## src/rtl/led_status_driver.sv

```systemverilog
`default_nettype none
// ============================================================================
// Module  : led_status_driver
// Purpose : Multi-channel status-LED driver with OFF/ON/BLINK/ACTIVITY modes
//           and per-channel PWM brightness. Optional macro LED_EVENT_SYNC_EN
//           adds a 2-flop synchroniser and rising-edge detector per event bit.
// Revision: 1.0 - initial release
// ============================================================================
module led_status_driver #(
  parameter int NCH      = 4,
  parameter int DIV_BITS = 27,
  parameter int STRETCH  = 24,
  parameter int PWM_BITS = 4
) (
  input  logic                      clk,
  input  logic                      resetn,
  input  logic [2*NCH-1:0]          mode,
  input  logic [NCH-1:0]            evt,
  input  logic [PWM_BITS*NCH-1:0]   bright,
  output logic [NCH-1:0]            led
);

  localparam logic [1:0] c_MODE_OFF   = 2'b00;
  localparam logic [1:0] c_MODE_ON    = 2'b01;
  localparam logic [1:0] c_MODE_BLINK = 2'b10;
  localparam logic [1:0] c_MODE_ACT   = 2'b11;

  typedef enum logic [1:0] {
    ST_IDLE = 2'b00,
    ST_LIT  = 2'b01,
    ST_DARK = 2'b10
  } act_state_t;

  logic [DIV_BITS-1:0] r_div_cnt;
  logic                w_blink_ph;
  logic [PWM_BITS-1:0] w_pwm_cnt;
  logic [NCH-1:0]      w_evt;

  always_ff @(posedge clk or negedge resetn) begin
    if (!resetn) r_div_cnt <= '0;
    else         r_div_cnt <= r_div_cnt + 1'b1;
  end

  assign w_blink_ph = r_div_cnt[DIV_BITS-1];
  assign w_pwm_cnt  = r_div_cnt[PWM_BITS-1:0];

`ifdef LED_EVENT_SYNC_EN
  // Each input 0->1 transition becomes a single-cycle event strobe.
  logic [NCH-1:0] r_sync1, r_sync2, r_prev, r_rise;

  always_ff @(posedge clk or negedge resetn) begin
    if (!resetn) begin
      r_sync1 <= '0;
      r_sync2 <= '0;
      r_prev  <= '0;
      r_rise  <= '0;
    end else begin
      r_sync1 <= evt;
      r_sync2 <= r_sync1;
      r_prev  <= r_sync2;
      r_rise  <= r_sync2 & ~r_prev;
    end
  end

  assign w_evt = r_rise;
`else
  assign w_evt = evt;
`endif

  for (genvar i = 0; i < NCH; i++) begin : g_ch
    act_state_t          r_state;
    logic [STRETCH-1:0]  r_cnt;
    logic                r_pend;
    logic                r_led;
    logic [1:0]          w_mode;
    logic [PWM_BITS-1:0] w_bright;
    logic                w_pwm_on;
    logic                w_raw;
    logic                w_cnt_max;

    assign w_mode    = mode[2*i +: 2];
    assign w_bright  = bright[PWM_BITS*i +: PWM_BITS];
    assign w_cnt_max = &r_cnt;

    // Full-scale brightness is forced on; the plain compare would drop one slot.
    always_comb begin
      w_pwm_on = 1'b0;
      if (w_bright == '0)  w_pwm_on = 1'b0;
      else if (&w_bright)  w_pwm_on = 1'b1;
      else                 w_pwm_on = (w_pwm_cnt < w_bright);
    end

    always_comb begin
      w_raw = 1'b0;
      case (w_mode)
        c_MODE_OFF:   w_raw = 1'b0;
        c_MODE_ON:    w_raw = 1'b1;
        c_MODE_BLINK: w_raw = w_blink_ph;
        c_MODE_ACT:   w_raw = (r_state == ST_LIT);
        default:      w_raw = 1'b0;
      endcase
    end

    always_ff @(posedge clk or negedge resetn) begin
      if (!resetn) begin
        r_state <= ST_IDLE;
        r_cnt   <= '0;
        r_pend  <= 1'b0;
        r_led   <= 1'b0;
      end else begin
        r_led <= w_raw & w_pwm_on;
        if (w_mode != c_MODE_ACT) begin
          r_state <= ST_IDLE;
          r_cnt   <= '0;
          r_pend  <= 1'b0;
        end else begin
          case (r_state)
            ST_IDLE: begin
              if (w_evt[i] || r_pend) begin
                r_state <= ST_LIT;
                r_cnt   <= '0;
                r_pend  <= 1'b0;
              end
            end
            ST_LIT: begin
              r_cnt <= r_cnt + 1'b1;
              if (w_evt[i]) r_pend <= 1'b1;
              if (w_cnt_max) begin
                r_state <= ST_DARK;
                r_cnt   <= '0;
              end
            end
            ST_DARK: begin
              r_cnt <= r_cnt + 1'b1;
              if (w_cnt_max) begin
                r_cnt <= '0;
                if (r_pend) begin
                  r_state <= ST_LIT;
                  r_pend  <= 1'b0;
                end else begin
                  // An event on the final dark cycle is kept for the next cycle.
                  r_state <= ST_IDLE;
                  r_pend  <= w_evt[i];
                end
              end else if (w_evt[i]) begin
                r_pend <= 1'b1;
              end
            end
            default: begin
              r_state <= ST_IDLE;
              r_cnt   <= '0;
              r_pend  <= 1'b0;
            end
          endcase
        end
      end
    end

    assign led[i] = r_led;
  end

endmodule
`default_nettype wire

```

## config.mk

```make
export PLATFORM = sky130hd
export DESIGN_NAME = led_status_driver
export DESIGN_NICKNAME = d
export VERILOG_FILES = /design/src/rtl/led_status_driver.sv
export SDC_FILE = /design/constraint.sdc
export NUM_CORES = 1
export LEC_CHECK = 0
export BUFFER_PORTS_ARGS = -buffer_cell sky130_fd_sc_hd__buf_2
export CAP_MARGIN = 10
export CORE_AREA = 2 2 143 145
export DETAILED_ROUTE_END_ITERATION = 10
export DIE_AREA = 0 0 145 147
export GPL_TIMING_DRIVEN = 0
export MAX_ROUTING_LAYER = met4
export PLACE_DENSITY_LB_ADDON = 0.3
export SYNTH_ARGS = -nofsm -noshare
export SYNTH_HDL_FRONTEND = slang
export SYNTH_SLANG_ARGS = --single-unit
export TNS_END_PERCENT = 100
```

## constraint.sdc

```tcl
create_clock -name clk -period 2.5 [get_ports clk]
set_input_delay 0.125 -clock clk [delete_from_list [all_inputs] [get_ports clk]]
set_output_delay 0.125 -clock clk [all_outputs]
set_load 0.005 [all_outputs]
```

==> flow_summary.yaml <==
power:
  clockPowerShare_pct: 48.7
  switching_power_uw: 1230
  cellPowerDensity_nw_per_um2: 571
  seq_power_share_pct: 44.3
  power.leakage_uw: 0.00398
  pwr-share-comb_pct: 7.0
  finalPower_uw: 5170
  ir_worst_vdd_mv: 0.454
  swShare_pct: 23.7
  p_int_uw: 3940
yosys:
  yosysSeqAreaShare_pct: 44.5
  synth_fp_nets: 907
  synthAdderAreaFrac_pct: 5.92
  synth_edf_count: 0
  synth-main-ff-cell: "dfrtp_1"
  synth_cell_types: 58
  synthMuxAreaShare_pct: 1.46
  yosysWarnings: 0
  ys_ff_latch: 139
  synth-simple-area-share_pct: 26.0
  synth-compound-area-share_pct: 11.2
  avgSynthCellArea_um2: 9.31
  synthArstFlopShare_pct: 100
  synth_top_family_by_area: "simple AND/OR/NAND/NOR gates"
  synth_xor_area_share_pct: 7.73
  synth_area_um2: 7820
  postSynthCellCount: 840
global_routing:
  grt_max_degree: 72
  grt_pass1_wl_um: 29000
  grt.busiest_layer: "met2"
  track_usage_pct: 17.0
  use_met2_pct: 26.9
  globalRouteOverflowTotal: 0
  antenna_found_initial: 0
  grt_use_met1_pct: 22.0
  grt_pass1_vias: 6055
  gr-usage-met3_pct: 3.54
sta:
  final_hold_viol_count: 0
  slew_violations: 0
  setup-violations-final: 0
  slew_headroom_pct: 35.4
  fmax_mhz: 428
  skew_ps: 8.09
  min_period_over_period_pct: 93.5
  layout_min_cycle_time_ps: 2340
  worstMarginPinSlew_ps: 966
  rsz0062_at_grt: "false"
clock_network:
  cts_root_buf: "clkbuf_16"
  clk_latency_ps: 420
  h-tree-depth: 4
  clkTransAtPathRegs_ps: 60
  cts.sinks: 139
  numCtsBuffers: 17
  clockBufferDepth: 2
  tritoncts: "yes"
floorplan:
  dieArea_um2: 21300
  die_w_um: 145
  fp.dieH_um: 147
  start_util_pct: 39.4
  core_um2: 19800
  rows: 52
  ioPinCount: 34
critical_path:
  rr_endpoint: "g_ch[2].r_state[0]$_DFFE_PN0P_"
  required_ps: 2800
  endpoint: "g_ch[2].r_state[0]$_DFFE_PN0P_"
  end_kind: "flop"
  critPathLaunchType: "flop"
  crit_arrival_ps: 2640
  cp-startpoint: "g_ch[2].r_cnt[0]$_DFFE_PN0P_"
  critPathKind: "reg -> reg"
  path_max_fanout: 7
  rrSetupSlack_ps: 160
  reg2reg_from: "g_ch[2].r_cnt[0]$_DFFE_PN0P_"
  r2r_cells: 7
hold_path:
  min_path_type: "in -> reg"
cells_and_area:
  postLayoutCoreUtil_pct: 45.6
  ff_latch_area_um2: 3480
  drive_gt1_share_pct: 12.1
  multi_input_area_um2: 4130
  area_growth_pct: 15.7
  final_net_count: 967
  n_antenna_cell: 0
  num-fill-cells: 1913
placement:
  gp_congestion: 0.830
  port_buffers: 33
  dp_hpwl_um: 11800
route:
  drc: 0
  drt-vias-per-instance: 5.32
  postRouteWirelength_um: 16900
  postRouteAntennaNets: 0
  drtIter0Drc: 312
  wl_per_cell_um: 14.3
  vias: 6287
  dr.pass1.iters: 4
outcome:
  outcome: "finished, final reports clean"
job:
  max_cap_violations: 0
-- per-layer routing --
| metal | part of all wire (%) | vias up | wire length [um] |
|---|---|---|---|
| met5 | 0 | - | 0 |
| met4 | 1.4 | 0 | 229 |
| met3 | 3.1 | 21 | 533 |
| met2 | 47 | 86 | 7870 |
| met1 | 49 | 3015 | 8290 |
| li1 | - | 3165 | - |
-- worst max-delay path, stage by stage (launching register included) --
cell and delay (ps):
dfrtp_1 370, ha_1 180, and3_1 150, buf_2 170
nand4_1 230, or3_1 490, a21oi_1 260, mux2_2 370
-- logic make-up after synthesis --
logic type	count (synthesis)
xor gates and xnor gates	69
AOI/OAI and AO/OA	135
buffers and inverters	62
muxes	11
DFF	139
and+or+nand+nor	387
adders and majority gates	37
-- through the flow --
step                std cells  setup TNS, ps  hold slack [ps]  area [um2]  setup slack, ps
floorplan                 840              0             -171        7820              309
global placement         1143        -107560              407        8320             -781
detailed placement       1144           -179              186        8360            -28.8
CTS                      1178              0             4.05        8980             46.4
global route             1182              0             23.8        9040             14.8
finish                   1182              0             14.8        9040              162
-- Yosys cell counts, types with 15 or more instances --
| cell | instances | area share [%] |
|---|---|---|
| nor4_1 | 15 | 1.2 |
| o21ai_0 | 33 | 2.1 |
| and3_1 | 33 | 2.6 |
| a31oi_1 | 25 | 2.0 |
| clkbuf_1 | 22 | 1.1 |
| dfrtp_1 | 139 | 44 |
| nor3_1 | 15 | 0.96 |
| xnor2_1 | 23 | 2.6 |
| nor2_1 | 86 | 4.1 |
| ha_1 | 37 | 5.9 |
| inv_1 | 33 | 1.6 |
| xor2_1 | 46 | 5.2 |
| nand3_1 | 64 | 4.1 |
| nand2_1 | 72 | 3.5 |
| nand4_1 | 41 | 3.3 |
| a21oi_1 | 34 | 2.2 |
-- power by group through the flow --
stage | Combinational, uW | Clock (uW) | Sequential (uW)
finish | 361 | 2520 | 2290
global route | 414 | 2690 | 2290
CTS | 361 | 2570 | 2290
detailed placement | 355 | 0 | 2330
global placement | 346 | 0 | 2330
floorplan | 201 | 0 | 2330
-- area by class of cell --
type	instances	share of cell area, %
Buffer	29	1.44
Clock buffer	21	5.20
Clock inverter	10	1.29
Inverter	33	1.37
Multi-Input combinational cell	639	45.6
Sequential cell	139	38.5
Tap cell	270	3.74
Timing Repair Buffer	41	2.86
-- repair_timing --
action                     CTS  global route
hold endpoints to repair    70             0
hold buffers                 3             0
buffers inserted             0             4
setup endpoints to repair   13            43
gates resized for setup      3            11
pin swaps                    0             2
-- layout by cell type, fill, tap and decap left out, drive strengths merged, types with 3 or more instances in the layout --
cell         synthesis  final
buf                  7     45
nor4                15     15
nand3               66     66
inv                 33     34
a31oi               25     25
and4                10     10
clkbuf              22     43
a22o                 5      5
or2                  3      3
and3                35     35
o22ai                3      3
nor2                86     86
o21ai               33     33
nand2               72     72
clkinv               0      5
nor3b                3      3
dlygate4sd3          0      3
nand2b               8      8
o31ai                5      5
xor2                46     46
a21oi               34     34
or4                  5      5
dfrtp              139    139
and2                11     11
nor2b                3      3
mux2                 3      3
o221a                4      4
mux2i                8      8
ha                  37     37
xnor2               23     23
a41oi                5      5
nor4b                3      3
nand4b               5      5
a21o                 6      6
nand4               41     41
nor3                15     15
-- sequential cells by signal (all words and copies together), names as in the netlist --
name,flops
g_ch.r_cnt,96
g_ch.r_led,4
g_ch.r_pend,4
g_ch.r_state,8
r_div_cnt,27
-- worst min path at each step --
stage,start,end,slack [ps],cells past startpoint
floorplan,resetn,g_ch[0].r_cnt[0]$_DFFE_PN0P_,-170,0
global placement,evt[2],g_ch[2].r_pend$_DFFE_PN0P_,410,3
detailed placement,resetn,g_ch[0].r_cnt[11]$_DFFE_PN0P_,190,1
CTS,mode[4],g_ch[2].r_state[1]$_DFFE_PN0P_,4,3
global route,mode[4],g_ch[2].r_state[1]$_DFFE_PN0P_,20,3
finish,mode[4],g_ch[2].r_state[1]$_DFFE_PN0P_,10,3
(Power assumes the default switching activity.)
